--- config.mk ---
export PLATFORM = sky130hd
export DESIGN_NAME = seg7_scan
export DESIGN_NICKNAME = d
export VERILOG_FILES = /design/src/rtl/seg7_scan.sv
export SDC_FILE = /design/constraint.sdc
export NUM_CORES = 1
export LEC_CHECK = 0
export ABC_CLOCK_PERIOD_IN_PS = 4200
export CORE_MARGIN = 8
export CORE_UTILIZATION = 40
export CTS_BUF_LIST = sky130_fd_sc_hd__clkbuf_4
export CTS_CLUSTER_DIAMETER = 150
export DETAILED_ROUTE_END_ITERATION = 6
export GPL_TIMING_DRIVEN = 1
export MAX_ROUTING_LAYER = met4
export PLACE_DENSITY_LB_ADDON = 0.08
export SYNTH_ARGS = -nofsm -noshare
export SYNTH_HDL_FRONTEND = slang
export SYNTH_SLANG_ARGS = --single-unit
--- constraint.sdc ---
create_clock -name io_clk -period 4.2 [get_ports io_clk]
set_clock_uncertainty 0.2 [all_clocks]
set_input_delay 0.63 -clock io_clk [delete_from_list [all_inputs] [get_ports io_clk]]
set_output_delay 0.63 -clock io_clk [all_outputs]
set_load 0.05 [all_outputs]
--- src/rtl/seg7_scan.sv ---
// rtl/seg7_scan.sv - eight-digit multiplexed seven-segment scanner with frame-synchronous snapshot
module seg7_scan #(
  parameter int SCAN_DIV = 50000
) (
  input  logic        io_clk,
  input  logic        clr,
  input  logic [31:0] disp_data,
  input  logic [31:0] disp_ctrl,
  output logic [7:0]  an,
  output logic [6:0]  seg,
  output logic        dp,
  output logic        frame_tick
);

  // Prescaler is at least one bit wide so SCAN_DIV=1 still elaborates cleanly.
  localparam int PW = (SCAN_DIV > 1) ? $clog2(SCAN_DIV) : 1;
  localparam logic [PW-1:0] PRESC_LAST = PW'(SCAN_DIV - 1);

  logic [PW-1:0] presc;
  logic [2:0]    idx;
  logic [31:0]   data_q;
  logic [31:0]   ctrl_q;

  logic          digit_tick;
  logic          frame_wrap;
  logic [3:0]    nibble;
  logic [31:0]   upper_nibbles;
  logic [7:0]    en_mask;
  logic [7:0]    dp_mask;
  logic          blanked;
  logic          visible;
  logic [7:0]    an_next;
  logic [6:0]    seg_next;
  logic          dp_next;

  assign digit_tick = (presc == PRESC_LAST);
  assign frame_wrap = digit_tick && (idx == 3'd7);

  // Scan timing: prescaler, digit index, frame snapshot and frame pulse.
  always_ff @(posedge io_clk) begin
    if (clr) begin
      presc      <= '0;
      idx        <= 3'd0;
      data_q     <= 32'h0;
      ctrl_q     <= 32'h0;
      frame_tick <= 1'b0;
    end else begin
      presc      <= digit_tick ? '0 : presc + 1'b1;
      frame_tick <= frame_wrap;
      if (digit_tick) begin
        idx <= idx + 3'd1;
      end
      if (frame_wrap) begin
        data_q <= disp_data;
        ctrl_q <= disp_ctrl;
      end
    end
  end

  // Decode the current digit from the snapshot: visibility, blanking, segment pattern.
  always_comb begin
    nibble        = data_q[{idx, 2'b00} +: 4];
    upper_nibbles = data_q >> {idx, 2'b00};
    en_mask       = ctrl_q[15:8];
    dp_mask       = ctrl_q[7:0];
    blanked       = ctrl_q[16] && (idx != 3'd0) && (upper_nibbles == 32'h0);
    visible       = en_mask[idx] && !blanked;
    an_next       = visible ? ~(8'd1 << idx) : 8'hFF;
    dp_next       = !(visible && dp_mask[idx]);
    seg_next      = 7'h7F;
    case (nibble)
      4'h0: seg_next = 7'h40;
      4'h1: seg_next = 7'h79;
      4'h2: seg_next = 7'h24;
      4'h3: seg_next = 7'h30;
      4'h4: seg_next = 7'h19;
      4'h5: seg_next = 7'h12;
      4'h6: seg_next = 7'h02;
      4'h7: seg_next = 7'h78;
      4'h8: seg_next = 7'h00;
      4'h9: seg_next = 7'h10;
      4'hA: seg_next = 7'h08;
      4'hB: seg_next = 7'h03;
      4'hC: seg_next = 7'h46;
      4'hD: seg_next = 7'h21;
      4'hE: seg_next = 7'h06;
      4'hF: seg_next = 7'h0E;
      default: seg_next = 7'h7F;
    endcase
  end

  // Register the display drive so the pins are glitch-free; display is dark in reset.
  always_ff @(posedge io_clk) begin
    if (clr) begin
      an  <= 8'hFF;
      seg <= 7'h7F;
      dp  <= 1'b1;
    end else begin
      an  <= an_next;
      seg <= seg_next;
      dp  <= dp_next;
    end
  end

endmodule

# == Yosys cells after proc, flatten, opt, wreduce, memory -nomap -nowiden ==
# Memories as Yosys holds them, arrays and structs flattened. A register that Yosys moved wholly into a read port is not among the register bits.
# Index checks and enable logic that the tools add are counted.
# totals
elab_cells,33
mem_count,1
out_inout_bits,17
input_bits,66
reg_bits,78
romBits,112
# memory_table
name,depth,width,rd,rd_ports_with_merged_regs,write_ports,line_no,rtl
(no name shown),16,7,1,1,0,71,case (nibble)
# classes
add_sub_neg,2
n_reduce_logical,11
n_eq_ne,2
shifts,3
n_mux,4
bitwise,2
order_cmp,1
# ops
cell,count
32-bit zero test,1
32-bit by 6-bit variable part select with 4-bit output,1
32-bit by 5-bit >> shifter with 32-bit output,1
"16-bit by 1-bit adder with 16-bit output, second input constant",1
"16-bit equality test, second input constant",1
8-bit NOT,1
"1-bit by 3-bit << shifter with 8-bit output, first input constant",1
1-bit binary-select mux with 3-bit select,2
1-bit logical AND,5
"3-bit by 4-bit < comparator with 1-bit output, second input constant",1
2-bit OR reduction,2
"3-bit by 1-bit adder with 3-bit output, second input constant",1
"3-bit equality test, second input constant",1
3-bit nonzero test,1
1-bit zero test,2
1-bit two-way mux,2
1-bit NOT,1

# == Logic depth before layout (Yosys ltp) ==
# Gate-level depths: netlist of the first run.
# logic_depth
depth_word,7
depth_mapped,12
ltp_nobuf,9

# == Least setup slack after synthesis of the first run ==
# OpenSTA, ideal clock, no wires.
# synth_path
kind,register -> register
start,register idx[0]
end,register dp
synth_period_minus_slack_ns,3.309
stages_incl_launch_ff,13
arrival_ns,3.032
setup_time_ns,0.077
required_time_ns,3.923
path_buffers,3
slack_ns,0.891
cell_sequence,dfxtp_1 -> buf_6 -> buf_2 -> buf_2 -> mux4_2 -> nand2_1 -> nand2_1 -> inv_1 -> ha_1 -> o2111ai_1 -> or4_4 -> or2_4 -> a41oi_2
# synth_between
elab_chain_cells,7
elab_cells_between_ends,13
cone_classes,shift: 1; mux: 4; reduce/logical: 8
# synth_lines
element,line_no,rtl
from (decl),20,logic [2:0] idx;
from (signal assigned),51,idx <= idx + 3'd1;
32-bit by 5-bit >> shifter with 32-bit output / 3-bit nonzero test (equally long branches),"63, 66",
32-bit zero test / 1-bit logical AND (equally long branches),66,blanked = ctrl_q[16] && (idx != 3'd0) && (upper_nibbles == 32'h0);
1-bit logical AND,66,
1-bit zero test,67,visible = en_mask[idx] && !blanked;
1-bit logical AND,67,
1-bit logical AND (*),69,dp_next = !(visible && dp_mask[idx]);
1-bit zero test (*),69,
to (signal assigned),101,dp <= dp_next;
to (decl),11,"output logic dp,"
# Mark *: on every way between the ends. The rest lies on a longest branch, timed or not. The select of a mux whose other input is x is not followed.
# A chain may end at the register's enable or synchronous reset.

# == Worst setup path after layout of the first run ==
# layout_path
start,register idx[1]
end,register dp
# Same word-level chain as after synthesis.

==> impl_results.md, run 1 <==
- Outcome: finished clean
- Area growth syn-to-layout: 23.9%
- Placed cell areas: 0.00466 mm^2
- Final Hold Fails: 0
- Reg2reg setup slack: 0.80 ns
- IO Count: 83
- Final worst-path setup slack: 0.799 ns
- Drt drc: 0
- Cells after synthesis: 455
- Synth top area share: 43.7%
- Synth area leaders: dfxtp_1, nand2_1, mux4_2
- Total gr overflow: 0
- Crit path buf inv count: 1
- Placer's final routability congestion estimate: 0.852
- Adder-cell share of the synthesized area: 3.86%
- Hold-fix buffers, CTS: 0
- Crit path from: idx[1]$_SDFFE_PP0P_
- # fillers: 967
- Pin count of the biggest net entering global routing: 59
- Worst hold slack: 0.261 ns
- CTS max path bufs: 2
- Worst Reg-to-Reg Cells: 8
- Worst slew margin: 46.1%
- Post-Synth XOR/XNOR Area: 3.38%
- Initial antenna violation count: 0
- Primary FF master, synth: dfxtp_1
- CTS root buf: clkbuf_4
- Synth unique cells: 47
- Htree depth: 3
- Vias per inst: 5.00
- Num CTS Buffers: 9
- Crit path depth: 8
- Die height: 115 um
- Reg area: 0.00170 mm^2
- Syn_nets: 533
- Crit Path Max Fanout: 22
- Avg Cell Area, Syn: 8.55 um^2
- Routed wire length: 9050 um
- Worst path max stage delay: 0.87 ns
- Period utilization: 81.0%
- Multi-input gate area: 0.00204 mm^2
- Worst reg2reg path endpoint: dp$_SDFF_PP1_
- CP Class: flip-flop to flip-flop
- RSZ-0062 raised after global routing: false
- Mapped Area: 0.00389 mm^2
- Critical path, cell by cell: mux4_2, mux2_2, clkinv_1, ha_1, o2111ai_1, or4_4, or2_4, a41oi_2
- Post-DP HPWL: 6570 um
- Wire per inst: 13.9 um
- Final setup viols: 0
- Post-Route Utilization: 50.3%
- Worst slew pin tran: 0.808 ns
- Setup Buffers After CTS: 0
- Largest family of logic cells by synthesized area: simple AND/OR/NAND/NOR gates
- Multiplexer share of the synthesized area: 10.3%
- Max-cap violation count: 0
- Ys Warns: 0
- Post-synth EDFFs: 0
- Asr flop ratio synth: 0%
- Global-route wire length before repair: 15500 um
- Fmax: 294 MHz
- Fin Setup TNS: 0 ns
- Register area share after synthesis: 43.7%
- Tmin final: 3.40 ns
- Flops & latches, synth: 85
- Simple-gate portion of the synthesized area: 22.4%
- Setup WS pre-CTS: 0.829 ns
- Number of global-route vias before repair: 3333
- Hold depth: 2
- DIE AREA: 0.0131 mm^2
- R2R Path Start: idx[1]$_SDFFE_PP0P_
- Cell taking the most area after synthesis: dfxtp_1
- Clk sinks: 85
- Core Box Area: 0.00959 mm^2
- Final Max Slew Viols: 0
- Reg clk slew, reported paths: 0.13 ns
- Routed Antenna Nets: 0
- Placement row count: 36
- Clk_lat worst skew: 0.41 ns
- Fraction of layout cells with a size suffix above 1: 9.28%
- Diodes inserted: 0
- LEAKAGE: 1.66 nW
- First DRT Iteration DRCs: 198
- CTS tree: yes
- Type of origin of the critical path: flip-flop
- Drt first pass iters: 4
- Gr usage total: 15.1%
- CP endpoint kind: flip-flop
- CP required: 4.35 ns
- Via count: 3252
- Layout Nets: 590
- Final Cell Area: 0.00482 mm^2
- Power per cell area: 292 mW/mm^2
- CP max-delay cell: dfxtp_1
- Critical Path AT: 3.55 ns
- Initial Utilization: 40.6%
- Die width: 115 um
- I/O Buffers: 67
- Post_cts resized: 0
- Synth Area in Compound Gates: 12.4%
- Setup crit end: dp$_SDFF_PP1_
- HP Class: flip-flop to flip-flop
- Maximum VDD drop: 0.000136 V
- Family with the most delay on the worst path: flip-flops
-- per-stage QoR --
stage,cells,power (mW)
floorplan,455,0.858
global placement,634,0.915
detailed placement,634,0.915
CTS,650,1.44
global route,650,1.48
finish,650,1.41
-- cell usage in the layout (no fill, tap or decap), types with 3 or more instances in the layout --
cell             netlist  layout
ha_1                  12      12
nand4_1                3       3
dfxtp_1               85      85
nand2_1              115     115
inv_2                  3       3
clkdlybuf4s50_1        0      66
and3_1                 5       5
buf_4                  0       6
xnor2_1                7       7
xor2_1                 8       8
nor3_1                 7       7
nor4_1                 5       5
o2111ai_1              3       3
nand2b_1               4       4
mux4_2                13      13
o211ai_1               4       4
clkbuf_4               0      10
a21oi_1               58      58
mux2i_1                4       4
nand3_1               13      13
nor2_1                39      38
inv_1                  6       6
-- registers in the layout, summed over array words and instances (netlist names) --
| signal | count |
|---|---|
| presc | 16 |
| an | 8 |
| dp | 1 |
| data_q | 32 |
| ctrl_q | 17 |
| idx | 3 |
| frame_tick | 1 |
| seg | 7 |
-- cells in the mapped netlist, drive strengths merged, types with 2 or more instances --
library cell / n
o2111ai: 3
nor4b: 2
xnor2: 7
o211ai: 4
mux4: 13
inv: 9
clkbuf: 18
a211oi: 2
nor3b: 2
nor3: 7
or2: 4
nand2b: 4
mux2i: 6
nor2: 39
o221ai: 2
nand4: 3
nand2: 116
o21ai: 4
mux2: 2
a22oi: 2
dfxtp: 85
buf: 9
nand3: 13
a31oi: 2
and3: 5
a21oi: 58
ha: 12
xor2: 8
nor4: 5
-- metal layers --
metal | GRT usage (%) | vias to the layer above | share of wire, %
met1 | 18.0 | 1477 | 47
met2 | 23.8 | 88 | 46
met4 | 5.41 | 0 | 1.0
met3 | 4.22 | 10 | 5.3
li1 | - | 1677 | -
met5 | - | - | 0
-- logic make-up (layout without fill, tap and decap cells) --
| group | after synthesis | count (layout) |
|---|---|---|
| buf+inv | 37 | 99 |
| compound gates | 83 | 83 |
| flops | 85 | 85 |
| xor+xnor | 15 | 15 |
| simple gates | 202 | 202 |
| mux | 21 | 21 |
| fa+ha+maj | 12 | 12 |
-- tightest hold or removal path, cell delays in order (launching register included) --
cell	delay, ns
dfxtp_1	0.33
nand2_1	0.05
a21oi_1	0.05
-- worst min-delay path by stage --
stage	start	to	slack [ns]
after floorplan	presc[0]$_SDFF_PP0_	presc[0]$_SDFF_PP0_	0.23
after global placement	ctrl_q[4]$_SDFFE_PP0P_	ctrl_q[4]$_SDFFE_PP0P_	0.24
after detailed placement	ctrl_q[10]$_SDFFE_PP0P_	ctrl_q[10]$_SDFFE_PP0P_	0.25
after CTS	ctrl_q[10]$_SDFFE_PP0P_	ctrl_q[10]$_SDFFE_PP0P_	0.27
after global routing	ctrl_q[8]$_SDFFE_PP0P_	ctrl_q[8]$_SDFFE_PP0P_	0.28
final	ctrl_q[10]$_SDFFE_PP0P_	ctrl_q[10]$_SDFFE_PP0P_	0.26
-- power breakdown --
group	total (mW)	switching, mW	internal [mW]
registers	0.815	0.00291	0.812
logic	0.0815	0.0322	0.0493
clock network	0.514	0.265	0.249
total	1.41	0.300	1.11
-- cell type report --
type / count / area share (%)
Multi-Input combinational cell: 333 / 42.4
Sequential cell: 85 / 35.3
Timing Repair Buffer: 73 / 14.7
Tap cell: 133 / 3.45
Clock inverter: 6 / 1.79
Clock buffer: 10 / 1.56
Inverter: 10 / 0.778
Power figures use the tool's default switching activity.
==> run 2, diff against run 1 <==
ABC_CLOCK_PERIOD_IN_PS = 3300   (was 4200)
clock period = 3.3 ns   (was 4.2 ns; I/O delays follow)
==> impl_results.md, run 2 (synthesized netlist as in run 1, its figures left out) <==
- Largest register by flop count: data_q (unchanged)
- Htree depth: 3 (unchanged)
- Number of global-route vias before repair: 3287 (was 3333)
- Area growth syn-to-layout: 24.7% (was 23.9%)
- CTS max path bufs: 2 (unchanged)
- Tot Pwr: 1.73 mW (was 1.41 mW)
- DIE AREA: 0.0131 mm^2 (unchanged)
- Pin count of the biggest net entering global routing: 51 (was 59)
- Fmax: 328 MHz (was 294 MHz)
- Total gr overflow: 0 (unchanged)
- # fillers: 978 (was 967)
- Tmin final: 3.05 ns (was 3.40 ns)
- CP Class: flip-flop to flip-flop (unchanged)
- Wire per inst: 14.1 um (was 13.9 um)
- CP endpoint kind: flip-flop (unchanged)
- Largest regs: data_q: 32 flops, ctrl_q: 17 flops, presc: 16 flops (unchanged)
- Diodes inserted: 0 (unchanged)
- First DRT Iteration DRCs: 186 (was 198)
- Vias per inst: 5.00 (about the same)
- Core Box Area: 0.00959 mm^2 (unchanged)
- Type of origin of the critical path: flip-flop (unchanged)
- Hold-fix buffers, CTS: 0 (unchanged)
- HP Class: flip-flop to flip-flop (unchanged)
- Most common cell after layout, fill and taps aside: nand2_1 (unchanged)
- Num CTS Buffers: 9 (unchanged)
- Int Pwr: 1.34 mW (was 1.11 mW)
- Clk_lat worst skew: 0.41 ns (about the same)
- Reg2reg setup slack: 0.25 ns (was 0.80 ns)
- Most frequent cells in the layout: nand2_1, dfxtp_1, clkdlybuf4s50_1, a21oi_1, nor2_1 (unchanged)
- Power per cell area: 356 mW/mm^2 (was 292 mW/mm^2)
- Reg area: 0.00170 mm^2 (about the same)
- CTS tree: yes (unchanged)
- Worst hold slack: 0.262 ns (was 0.261 ns)
- Drt drc: 0 (unchanged)
- RSZ-0062 raised after global routing: false (unchanged)
- Combinational power share: 6.1% (was 5.8%)
- Gr usage total: 15.1% (about the same)
- I/O Buffers: 67 (unchanged)
- Critical Path AT: 3.20 ns (was 3.55 ns)
- Fin Setup TNS: 0 ns (unchanged)
- Die height: 115 um (unchanged)
- Drt first pass iters: 4 (unchanged)
- Placement row count: 36 (unchanged)
- Worst slew margin: 64.1% (was 46.1%)
- Reg clk slew, reported paths: 0.13 ns (about the same)
- Clk sinks: 85 (unchanged)
- Hold depth: 2 (unchanged)
- Routed Antenna Nets: 0 (unchanged)
- Post-Layout Cell Count: 657 (was 650)
- Max-cap violation count: 0 (unchanged)
- Final Max Slew Viols: 0 (unchanged)
- Fraction of layout cells with a size suffix above 1: 10.5% (was 9.28%)
- Post-DP HPWL: 6860 um (was 6570 um)
- Clk pwr share: 33.9% (was 36.5%)
- CP required: 3.45 ns (was 4.35 ns)
- Crit Path Max Fanout: 14 (was 22)
- Flop pwr share: 60.0% (was 57.8%)
- Die width: 115 um (unchanged)
- Maximum VDD drop: 0.000165 V (was 0.000136 V)
- Period utilization: 92.5% (was 81.0%)
- LEAKAGE: 1.67 nW (was 1.66 nW)
- Routed wire length: 9240 um (was 9050 um)
- Setup WS pre-CTS: 0.150 ns (was 0.829 ns)
- Placer's final routability congestion estimate: 0.852 (about the same)
- Via count: 3283 (was 3252)
- Initial antenna violation count: 0 (unchanged)
- Final Hold Fails: 0 (unchanged)
- Worst slew pin tran: 0.533 ns (was 0.808 ns)
- CTS root buf: clkbuf_4 (unchanged)
- IO Count: 83 (unchanged)
- Final worst-path setup slack: 0.248 ns (was 0.799 ns)
- Multi-input gate area: 0.00204 mm^2 (unchanged)
- Flip-flop count of the largest register after layout: 32 (unchanged)
- Final setup viols: 0 (unchanged)
- Global-route wire length before repair: 15600 um (was 15500 um)
- Layout Nets: 597 (was 590)
- Sw frac: 22.7% (was 21.3%)
- Outcome: finished clean (unchanged)
- Worst Reg-to-Reg Cells: 10 (was 8)
- Switching power total: 0.392 mW (was 0.300 mW)
- Initial Utilization: 40.6% (unchanged)
- Placed Cells: 641 (was 634)
==> run 2: changes by cell type in the layout (fill, tap and decap cells not counted), sizes merged <==
| cell | delta |
|---|---|
| buf | +7 |
| bufinv | -1 |
| clkinvlp | +1 |
==> run 2: cell type report <==
class                      count  area share (%)
clock buffer                  10            1.55
clock inverter                 6            1.29
inverter                      10           0.774
multi-input combinational    333            42.1
sequential                    85            35.1
tap                          133            3.43
timing repair buffer          80            15.7
==> run 2: worst paths after layout <==
check	from	to
worst max-delay path	idx[0]$_SDFFE_PP0P_	dp$_SDFF_PP1_
worst min-delay path	ctrl_q[7]$_SDFFE_PP0P_	ctrl_q[7]$_SDFFE_PP0P_
worst max register to register	idx[0]$_SDFFE_PP0P_	dp$_SDFF_PP1_
worst min register to register	ctrl_q[7]$_SDFFE_PP0P_	ctrl_q[7]$_SDFFE_PP0P_
==> run 2: per-layer routing <==
layer  GRT usage, %  share of wire, %  vias up
li1               -                 -     1691
met1           18.8                47     1500
met2           24.3                47       80
met3           2.58               4.5       12
met4           5.24               1.3        0
met5              -                 0        -
==> run 2: critical path: stages (launching register included) <==
cell and delay, ns:
dfxtp_2 0.43, buf_4 0.23, mux4_2 0.51, nand2_1 0.08, nand2_1 0.07, inv_1 0.09
ha_1 0.25, o2111ai_1 0.14, or4_4 0.55, or2_4 0.29, a41oi_2 0.16
==> run 2: power by group through the flow <==
stage          Clock, mW  Sequential (mW)  Combinational [mW]
3_5_place_dp           0             1.06               0.106
2_1_floorplan          0             1.07              0.0189
4_1_cts            0.609             1.04               0.106
6_report           0.585             1.04               0.105
5_1_grt            0.655             1.04               0.113
3_3_place_gp           0             1.06               0.105
==> run 2: through the flow <==
step,util (%),area [um^2]
2_1_floorplan,-,3890
3_3_place_gp,49.1,4710
3_5_place_dp,49.1,4710
4_1_cts,50.6,4850
5_1_grt,50.6,4850
6_report,50.6,4850
==> run 2: repair_timing <==
item | 4_1_cts | 5_1_grt
gates resized for setup | 0 | 1
buffers inserted | 0 | 0
setup endpoints to repair | 0 | 1
